`config.mk`:
```
export PLATFORM = sky130hd
export DESIGN_NAME = uart_wb_master
export DESIGN_NICKNAME = d
export VERILOG_FILES = /design/src/rtl/uart_wb_master.sv
export SDC_FILE = /design/constraint.sdc
export NUM_CORES = 1
export LEC_CHECK = 0
export ABC_AREA = 1
export CAP_MARGIN = 20
export CELL_PAD_IN_SITES_DETAIL_PLACEMENT = 1
export CELL_PAD_IN_SITES_GLOBAL_PLACEMENT = 1
export CORE_ASPECT_RATIO = 1.2
export CORE_MARGIN = 2
export CORE_UTILIZATION = 25
export CTS_CLUSTER_SIZE = 12
export DETAILED_ROUTE_END_ITERATION = 10
export GPL_ROUTABILITY_DRIVEN = 1
export PLACE_DENSITY_LB_ADDON = 0.1
export SYNTH_ARGS = -nofsm -noshare
export SYNTH_HDL_FRONTEND = slang
export SYNTH_SLANG_ARGS = --single-unit
```
`constraint.sdc`:
```
create_clock -name clk -period 3.4 [get_ports clk]
set_input_delay 0.51 -clock clk [delete_from_list [all_inputs] [get_ports clk]]
set_output_delay 0.51 -clock clk [all_outputs]
set_load 0.05 [all_outputs]
```
`src/rtl/uart_wb_master.sv`:
```
// UART byte-stream to Wishbone classic master bridge.
// Ports: clk/rst_i, rx byte stream in, tx status/data out, Wishbone master.
// Frame: cmd (A5 write / 5A read), 4 addr bytes, [4 data bytes], MSB first.
// Response: ACK_BYTE (then 4 read bytes for reads) or ERR_BYTE on abort.
// Optional macro UART_WB_MASTER_TIMEOUT_EN adds a bus-cycle timeout.

module uart_wb_master #(
  parameter int unsigned TIMEOUT_CYCLES = 255,
  parameter logic [7:0]  ACK_BYTE       = 8'hAC,
  parameter logic [7:0]  ERR_BYTE       = 8'hEE
) (
  input  logic        clk,
  input  logic        rst_i,
  input  logic [7:0]  rx_data,
  input  logic        rx_valid,
  output logic        rx_ready,
  output logic [7:0]  tx_data,
  output logic        tx_valid,
  input  logic        tx_ready,
  output logic [31:0] adr_o,
  output logic [31:0] dat_o,
  input  logic [31:0] dat_i,
  output logic [3:0]  sel_o,
  output logic        we_o,
  output logic        cyc_o,
  output logic        stb_o,
  input  logic        ack_i,
  output logic        busy
);

  localparam logic [7:0] CMD_WR = 8'hA5;
  localparam logic [7:0] CMD_RD = 8'h5A;

  typedef enum logic [2:0] {
    S_IDLE,
    S_ADDR,
    S_WDATA,
    S_BUS,
    S_RESP,
    S_RDATA
  } state_e;

  state_e      state_q, state_d;
  logic [1:0]  cnt_q, cnt_d;
  logic [31:0] adr_q, adr_d;
  logic [31:0] dat_q, dat_d;
  logic [31:0] rdat_q, rdat_d;
  logic [7:0]  tx_q, tx_d;
  logic [3:0]  sel_q, sel_d;
  logic        we_q, we_d;
  logic        cyc_q, cyc_d;
  logic        wr_q, wr_d;
  // Set when the status byte must be followed by read data bytes.
  logic        more_q, more_d;

`ifdef UART_WB_MASTER_TIMEOUT_EN
  localparam logic [15:0] TMO_LAST = 16'(TIMEOUT_CYCLES - 1);
  logic [15:0] tmo_q, tmo_d;
`else
  logic unused_cfg;
  assign unused_cfg = ^{ERR_BYTE, 16'(TIMEOUT_CYCLES)};
`endif

  logic rx_hs;
  logic tx_hs;

  assign rx_ready = (state_q == S_IDLE) ||
                    (state_q == S_ADDR) ||
                    (state_q == S_WDATA);
  assign tx_valid = (state_q == S_RESP) ||
                    (state_q == S_RDATA);
  assign busy     = (state_q != S_IDLE);

  assign rx_hs = rx_valid && rx_ready;
  assign tx_hs = tx_valid && tx_ready;

  assign adr_o   = adr_q;
  assign dat_o   = dat_q;
  assign sel_o   = sel_q;
  assign we_o    = we_q;
  assign cyc_o   = cyc_q;
  assign stb_o   = cyc_q;
  assign tx_data = tx_q;

  always_comb begin
    state_d = state_q;
    cnt_d   = cnt_q;
    adr_d   = adr_q;
    dat_d   = dat_q;
    rdat_d  = rdat_q;
    tx_d    = tx_q;
    sel_d   = sel_q;
    we_d    = we_q;
    cyc_d   = cyc_q;
    wr_d    = wr_q;
    more_d  = more_q;
`ifdef UART_WB_MASTER_TIMEOUT_EN
    tmo_d   = tmo_q;
`endif
    unique case (state_q)
      S_IDLE: begin
        if (rx_hs) begin
          if (rx_data == CMD_WR) begin
            state_d = S_ADDR;
            wr_d    = 1'b1;
            cnt_d   = 2'd0;
          end else if (rx_data == CMD_RD) begin
            state_d = S_ADDR;
            wr_d    = 1'b0;
            cnt_d   = 2'd0;
          end
        end
      end
      S_ADDR: begin
        if (rx_hs) begin
          adr_d = {adr_q[23:0], rx_data};
          cnt_d = cnt_q + 2'd1;
          if (cnt_q == 2'd3) begin
            if (wr_q) begin
              state_d = S_WDATA;
            end else begin
              state_d = S_BUS;
              cyc_d   = 1'b1;
              we_d    = 1'b0;
              sel_d   = 4'hF;
`ifdef UART_WB_MASTER_TIMEOUT_EN
              tmo_d   = 16'd0;
`endif
            end
          end
        end
      end
      S_WDATA: begin
        if (rx_hs) begin
          dat_d = {dat_q[23:0], rx_data};
          cnt_d = cnt_q + 2'd1;
          if (cnt_q == 2'd3) begin
            state_d = S_BUS;
            cyc_d   = 1'b1;
            we_d    = 1'b1;
            sel_d   = 4'hF;
`ifdef UART_WB_MASTER_TIMEOUT_EN
            tmo_d   = 16'd0;
`endif
          end
        end
      end
      S_BUS: begin
        // ack_i wins over a timeout landing on the same cycle.
        if (ack_i) begin
          state_d = S_RESP;
          cnt_d   = 2'd0;
          cyc_d   = 1'b0;
          we_d    = 1'b0;
          sel_d   = 4'h0;
          tx_d    = ACK_BYTE;
          more_d  = !wr_q;
          if (!wr_q) begin
            rdat_d = dat_i;
          end
`ifdef UART_WB_MASTER_TIMEOUT_EN
        end else if (tmo_q == TMO_LAST) begin
          state_d = S_RESP;
          cnt_d   = 2'd0;
          cyc_d   = 1'b0;
          we_d    = 1'b0;
          sel_d   = 4'h0;
          tx_d    = ERR_BYTE;
          more_d  = 1'b0;
        end else begin
          tmo_d = tmo_q + 16'd1;
`endif
        end
      end
      S_RESP: begin
        if (tx_hs) begin
          cnt_d = 2'd0;
          if (more_q) begin
            state_d = S_RDATA;
            tx_d    = rdat_q[31:24];
            rdat_d  = {rdat_q[23:0], 8'h00};
          end else begin
            state_d = S_IDLE;
          end
        end
      end
      S_RDATA: begin
        if (tx_hs) begin
          cnt_d = cnt_q + 2'd1;
          if (cnt_q == 2'd3) begin
            state_d = S_IDLE;
          end else begin
            tx_d   = rdat_q[31:24];
            rdat_d = {rdat_q[23:0], 8'h00};
          end
        end
      end
      default: begin
        state_d = S_IDLE;
      end
    endcase
  end

  always_ff @(posedge clk or posedge rst_i) begin
    if (rst_i) begin
      state_q <= S_IDLE;
      cnt_q   <= 2'd0;
      adr_q   <= 32'd0;
      dat_q   <= 32'd0;
      rdat_q  <= 32'd0;
      tx_q    <= 8'd0;
      sel_q   <= 4'h0;
      we_q    <= 1'b0;
      cyc_q   <= 1'b0;
      wr_q    <= 1'b0;
      more_q  <= 1'b0;
`ifdef UART_WB_MASTER_TIMEOUT_EN
      tmo_q   <= 16'd0;
`endif
    end else begin
      state_q <= state_d;
      cnt_q   <= cnt_d;
      adr_q   <= adr_d;
      dat_q   <= dat_d;
      rdat_q  <= rdat_d;
      tx_q    <= tx_d;
      sel_q   <= sel_d;
      we_q    <= we_d;
      cyc_q   <= cyc_d;
      wr_q    <= wr_d;
      more_q  <= more_d;
`ifdef UART_WB_MASTER_TIMEOUT_EN
      tmo_q   <= tmo_d;
`endif
    end
  end

endmodule
```
# Word-level counts from Yosys, hierarchy flattened
# Index checks and enable logic that the tools add are counted.
# Widths: inputs -> output; s select.
[word_totals] regBits=117 latch_bits=0 ramBits=0 rom_bits=0 word_cells=112 memories=0
[classes] add_sub_neg=1 mul=0 n_div=0 n_lt_le_gt_ge=0 eq_ne=23 shift=0 n_mux=55 n_bitwise=0 reduce_logical=22
[op_table] operator="$mux 32" count=6
[op_table] operator="$pmux 32 s3" count=1
[op_table] operator="$mux 8" count=5
[op_table] operator="$mux 3" count=12
[op_table] operator="$mux 4" count=6
[op_table] operator="$pmux 8 s3" count=1
[op_table] operator="$reduce_and 7->1" count=3
[op_table] operator="$ne 2x2->1 const B" count=10
[op_table] operator="$pmux 3 s6" count=1
[op_table] operator="$mux 2" count=7
[op_table] operator="$mux 1" count=12
[op_table] operator="$pmux 4 s3" count=1
[op_table] operator="$pmux 2 s5" count=1
[op_table] operator="$reduce_and 10->1" count=1
[op_table] operator="$reduce_bool 3->1" count=3
[op_table] operator="$eq 8x7->1 const B" count=1
[op_table] operator="$eq 8x8->1 const B" count=1
[op_table] operator="$ne 2x1->1 const B" count=4
[op_table] operator="$eq 3x2->1 const B" count=2
[op_table] operator="$eq 3x3->1 const B" count=2
[op_table] operator="$pmux 1 s3" count=2
[op_table] operator="$reduce_and 2->1" count=3
[op_table] operator="$reduce_and 6->1" count=1
[op_table] operator="$reduce_bool 5->1" count=1
[op_table] operator="11 further kinds" count=14

# Logic depth before layout (Yosys ltp)
[depth] word_depth=6 ltp_mapped=10 mapped_depth_nobuf=10

# Worst setup path before layout
# OpenSTA, ideal clock, no wires.
[synth_path] path_kind="register to output" startpoint="register state_q[0]" endpoint="output port tx_valid" t_arrival_ns=1.166 required_time_ns=2.890 path_slack_ns=1.724 path_stages_with_launch=7 n_path_buf=3 path_cell_list="dfrtp_1 -> buf_4 -> nor2_4 -> nand2_2 -> nand2_2 -> buf_4 -> buf_4"
[synth_between] elab_chain_cells=2 elab_cells_between_ends=3
[synth_lines] element="start, declared" line_no="43" text="state_e state_q, state_d;"
[synth_lines] element="start signal, assigned" line_no="221" text="state_q <= state_d;"
[synth_lines] element="$eq 3x3->1 (on tied branches)" line_no="70, 71"
[synth_lines] element="$logic_or 1x1->1 *" line_no="70" text="assign tx_valid = (state_q == S_RESP) ||"
[synth_lines] element="end, declared" line_no="18" text="output logic tx_valid,"
# Every way passes the cells marked *; elsewhere a longest branch is shown, timed or not.

# Worst setup path after layout
# Same ends and word-level chain as after synthesis.

==> flow_metrics.tcl <==
set metrics [dict create \
    die_area_um2 21600 \
    report.final.hold_viol_count 0 \
    ys_seq_elements 113 \
    final_nets 752 \
    synth_area_leaders "dfrtp_1, nand2_1, o21ai_0" \
    worst_ir_drop_vdd_v 0.000396 \
    start_kind "flip-flop" \
    skew_ns 0.00896 \
    nFillCells 2336 \
    arrival_ns 2.27 \
    first_iter_violations 163 \
    crit_path_max_incr_delay_ns 0.84 \
    antenna_found_initial 0 \
    crit_buf_inv 1 \
    grt_pass1_wl_um 23800 \
    p_leak_nw 3.40 \
    design.portCount 127 \
    setup_viol 0 \
    drive_gt1_share_pct 11.3 \
    placed_area_um2 6570 \
    gr-total-overflow 0 \
    cts-htree-levels 4 \
    cp_slowest_cell "clkdlybuf4s50_1" \
    cap_violations 0 \
    synth_edf_count 0 \
    fin_area_um2 7160 \
    drc 0 \
    status "finished, final reports clean" \
    die_w_um 135 \
    clk_pin_slew_worst_paths_ns 0.05 \
    netlist_instances 590 \
    clk_path_buf_depth 2 \
    post-cts-setup-buffers 0 \
    synth_common_cells "nand2_1, dfrtp_1, o21ai_0, inv_1, nor2_1" \
    first_pass_iters 4 \
    fin_crit_sh_pct 81.7 \
    gp_congestion 0.817 \
    max_freq_mhz 360 \
    dp_hpwl_um 10200 \
    avgSynthCellArea_um2 8.67 \
    initial_core_util_pct 25.3 \
    period_needed_ns 2.78 \
    synth_top_area_share_pct 55.3 \
    synthesis.area_um2 5110 \
    rsz0062_at_grt "no" \
    crit_path_cell_trace "nor2_4, nand2_2, nand2_2, clkdlybuf4s50_1" \
    yosys_most_used_dff "dfrtp_1" \
    critPathMostFrequentCell "nand2_2" \
    cts_resized 0 \
    port_buffers 126 \
    yosysWarnings 0 \
    worstRegToRegCells 8 \
    hold_path_class "reg2reg" \
    synthToLayoutAreaGrowth_pct 40.0 \
    hold_depth 2 \
    cts-root-buf "clkbuf_16" \
    worst_skew_pair.late_latency_ns 0.41 \
    worstMarginPinSlew_ns 0.726 \
    numCtsBuffers 17 \
    wl_um 14400 \
    finalSetupTns_ns 0 \
    grt_pass1_vias 4721 \
    max-slew-margin-rel_pct 51.5 \
    cts_hold_buf 0 \
    vias 4285 \
    grt_usage_pct 14.0 \
    synth_async_sr_flop_share_pct 100 \
    synth_most_common_cell "nand2_1" \
    core_area_um2 20200 \
    fp.dieH_um 161 \
    path_class "reg2out" \
    required_ns 2.89 \
    clock_sinks 113 \
    slew_violations 0 \
    diodes 0 \
    critPathMaxFanout 10 \
    power_density_nw_per_um2 1190 \
    ys_types 29 \
    grt_max_degree 57 \
    seq_area_frac_synth_pct 55.3 \
    rows 57 \
    critical_path.top_delay_family "buffers and inverters" \
    cp.depth 4 \
    synth_fp_nets 636 \
    wire_per_inst_um 14.7 \
    endpoint_kind "output port" \
    synth_top_area_cell "dfrtp_1" \
    viasPerCell 4.36 \
    cts_tree "built" \
    antenna_left 0 \
]
## through the flow
stage          hold WS (ns)  cells  setup slack (ns)  utilization [%]  total power, mW
6_report              0.483    983             0.621             35.5             8.51
5_1_grt               0.524    983             0.512             35.5             9.08
4_1_cts               0.495    983             0.566             35.5             8.66
3_5_place_dp          0.481    952              1.02             32.5             6.83
3_3_place_gp          0.463    952              1.09             32.5             6.73
2_1_floorplan         0.446    590              1.52                -             5.44
## cell type report
class                      count  area, µm²  share of cell area, %
timing repair buffer         132       1330                   18.6
multi-input combinational    395       1900                   26.5
inverter                      47        180                   2.52
clock buffer                  17        425                   5.94
sequential                   113       2830                   39.5
clock inverter                14        165                   2.31
tap                          265        332                   4.63
## path summary, 6_finish.rpt
check / start / endpoint / slack (ns)
max: state_q[0] / tx_valid / 0.62
min: tx_data[0] / tx_data[0] / 0.48
max reg2reg: state_q[0] / rdat_q[10] / 1.12
min reg2reg: tx_data[0] / tx_data[0] / 0.48
max in group asynchronous: rst_i / adr_o[17] / 2.13
min in group asynchronous: rst_i / dat_o[30] / 0.56
## kinds of logic after synthesis
family | Yosys count | synth area share [%]
simple gates | 279 | 23.3
flops | 113 | 55.3
compound gates | 98 | 9.67
buf+inv | 82 | 7.71
mux | 17 | 3.72
fa+ha+maj | 1 | 0.245
## sequential cells by signal, indices dropped and copies added (netlist names)
signal	cells
wr_q	1
dat_o	32
cnt_q	2
rdat_q	32
we_o	1
adr_o	32
sel_o	1
tx_data	8
more_q	1
state_q	3
## cell usage in the layout (no fill, tap or decap)
| cell | n |
|---|---|
| dfrtp_1 | 113 |
| nand2_1 | 207 |
| inv_1 | 43 |
| nand3_2 | 2 |
| buf_4 | 4 |
| bufinv_16 | 3 |
| clkinvlp_4 | 6 |
| mux2i_1 | 1 |
| nand4_1 | 3 |
| inv_6 | 1 |
| o22ai_1 | 1 |
| o21ai_0 | 77 |
| clkinv_2 | 4 |
| nand3_4 | 2 |
| clkbuf_16 | 17 |
| clkinv_4 | 1 |
| nand3_1 | 8 |
| nand2_4 | 1 |
| nor2_2 | 1 |
| nand4_4 | 1 |
| nor2_8 | 1 |
| a21boi_0 | 1 |
| o21ai_1 | 1 |
| nand2_2 | 14 |
| clkdlybuf4s50_1 | 126 |
| nor2_4 | 2 |
| inv_2 | 3 |
| a21oi_1 | 18 |
| mux2_2 | 16 |
| nor2_1 | 37 |
| ha_1 | 1 |
| buf_12 | 2 |
## per-layer routing
metal,routed length [µm],up-vias,global-route usage (%)
li1,-,2088,-
met2,7520,90,25.7
met4,243,0,5.36
met1,6150,2087,15.7
met3,525,20,2.78
met5,0,-,0
## report_power, final
part	leakage (nW)	switching [mW]	internal, mW
registers	1.39	0.417	1.99
logic	1.74	2.97	1.35
clock network	0.277	0.641	1.14
total	3.40	4.03	4.48
## worst register-to-register path, cell delays in order, from the launching register on
cell and delay, ns:
dfrtp_1 0.59, nand2_2 0.15, nor2_4 0.13, inv_2 0.07, nand3_4 0.11, nand3_4 0.34
nor2_8 0.58, nand2_1 0.15, nand2_1 0.09
(Power assumes the default switching activity.)
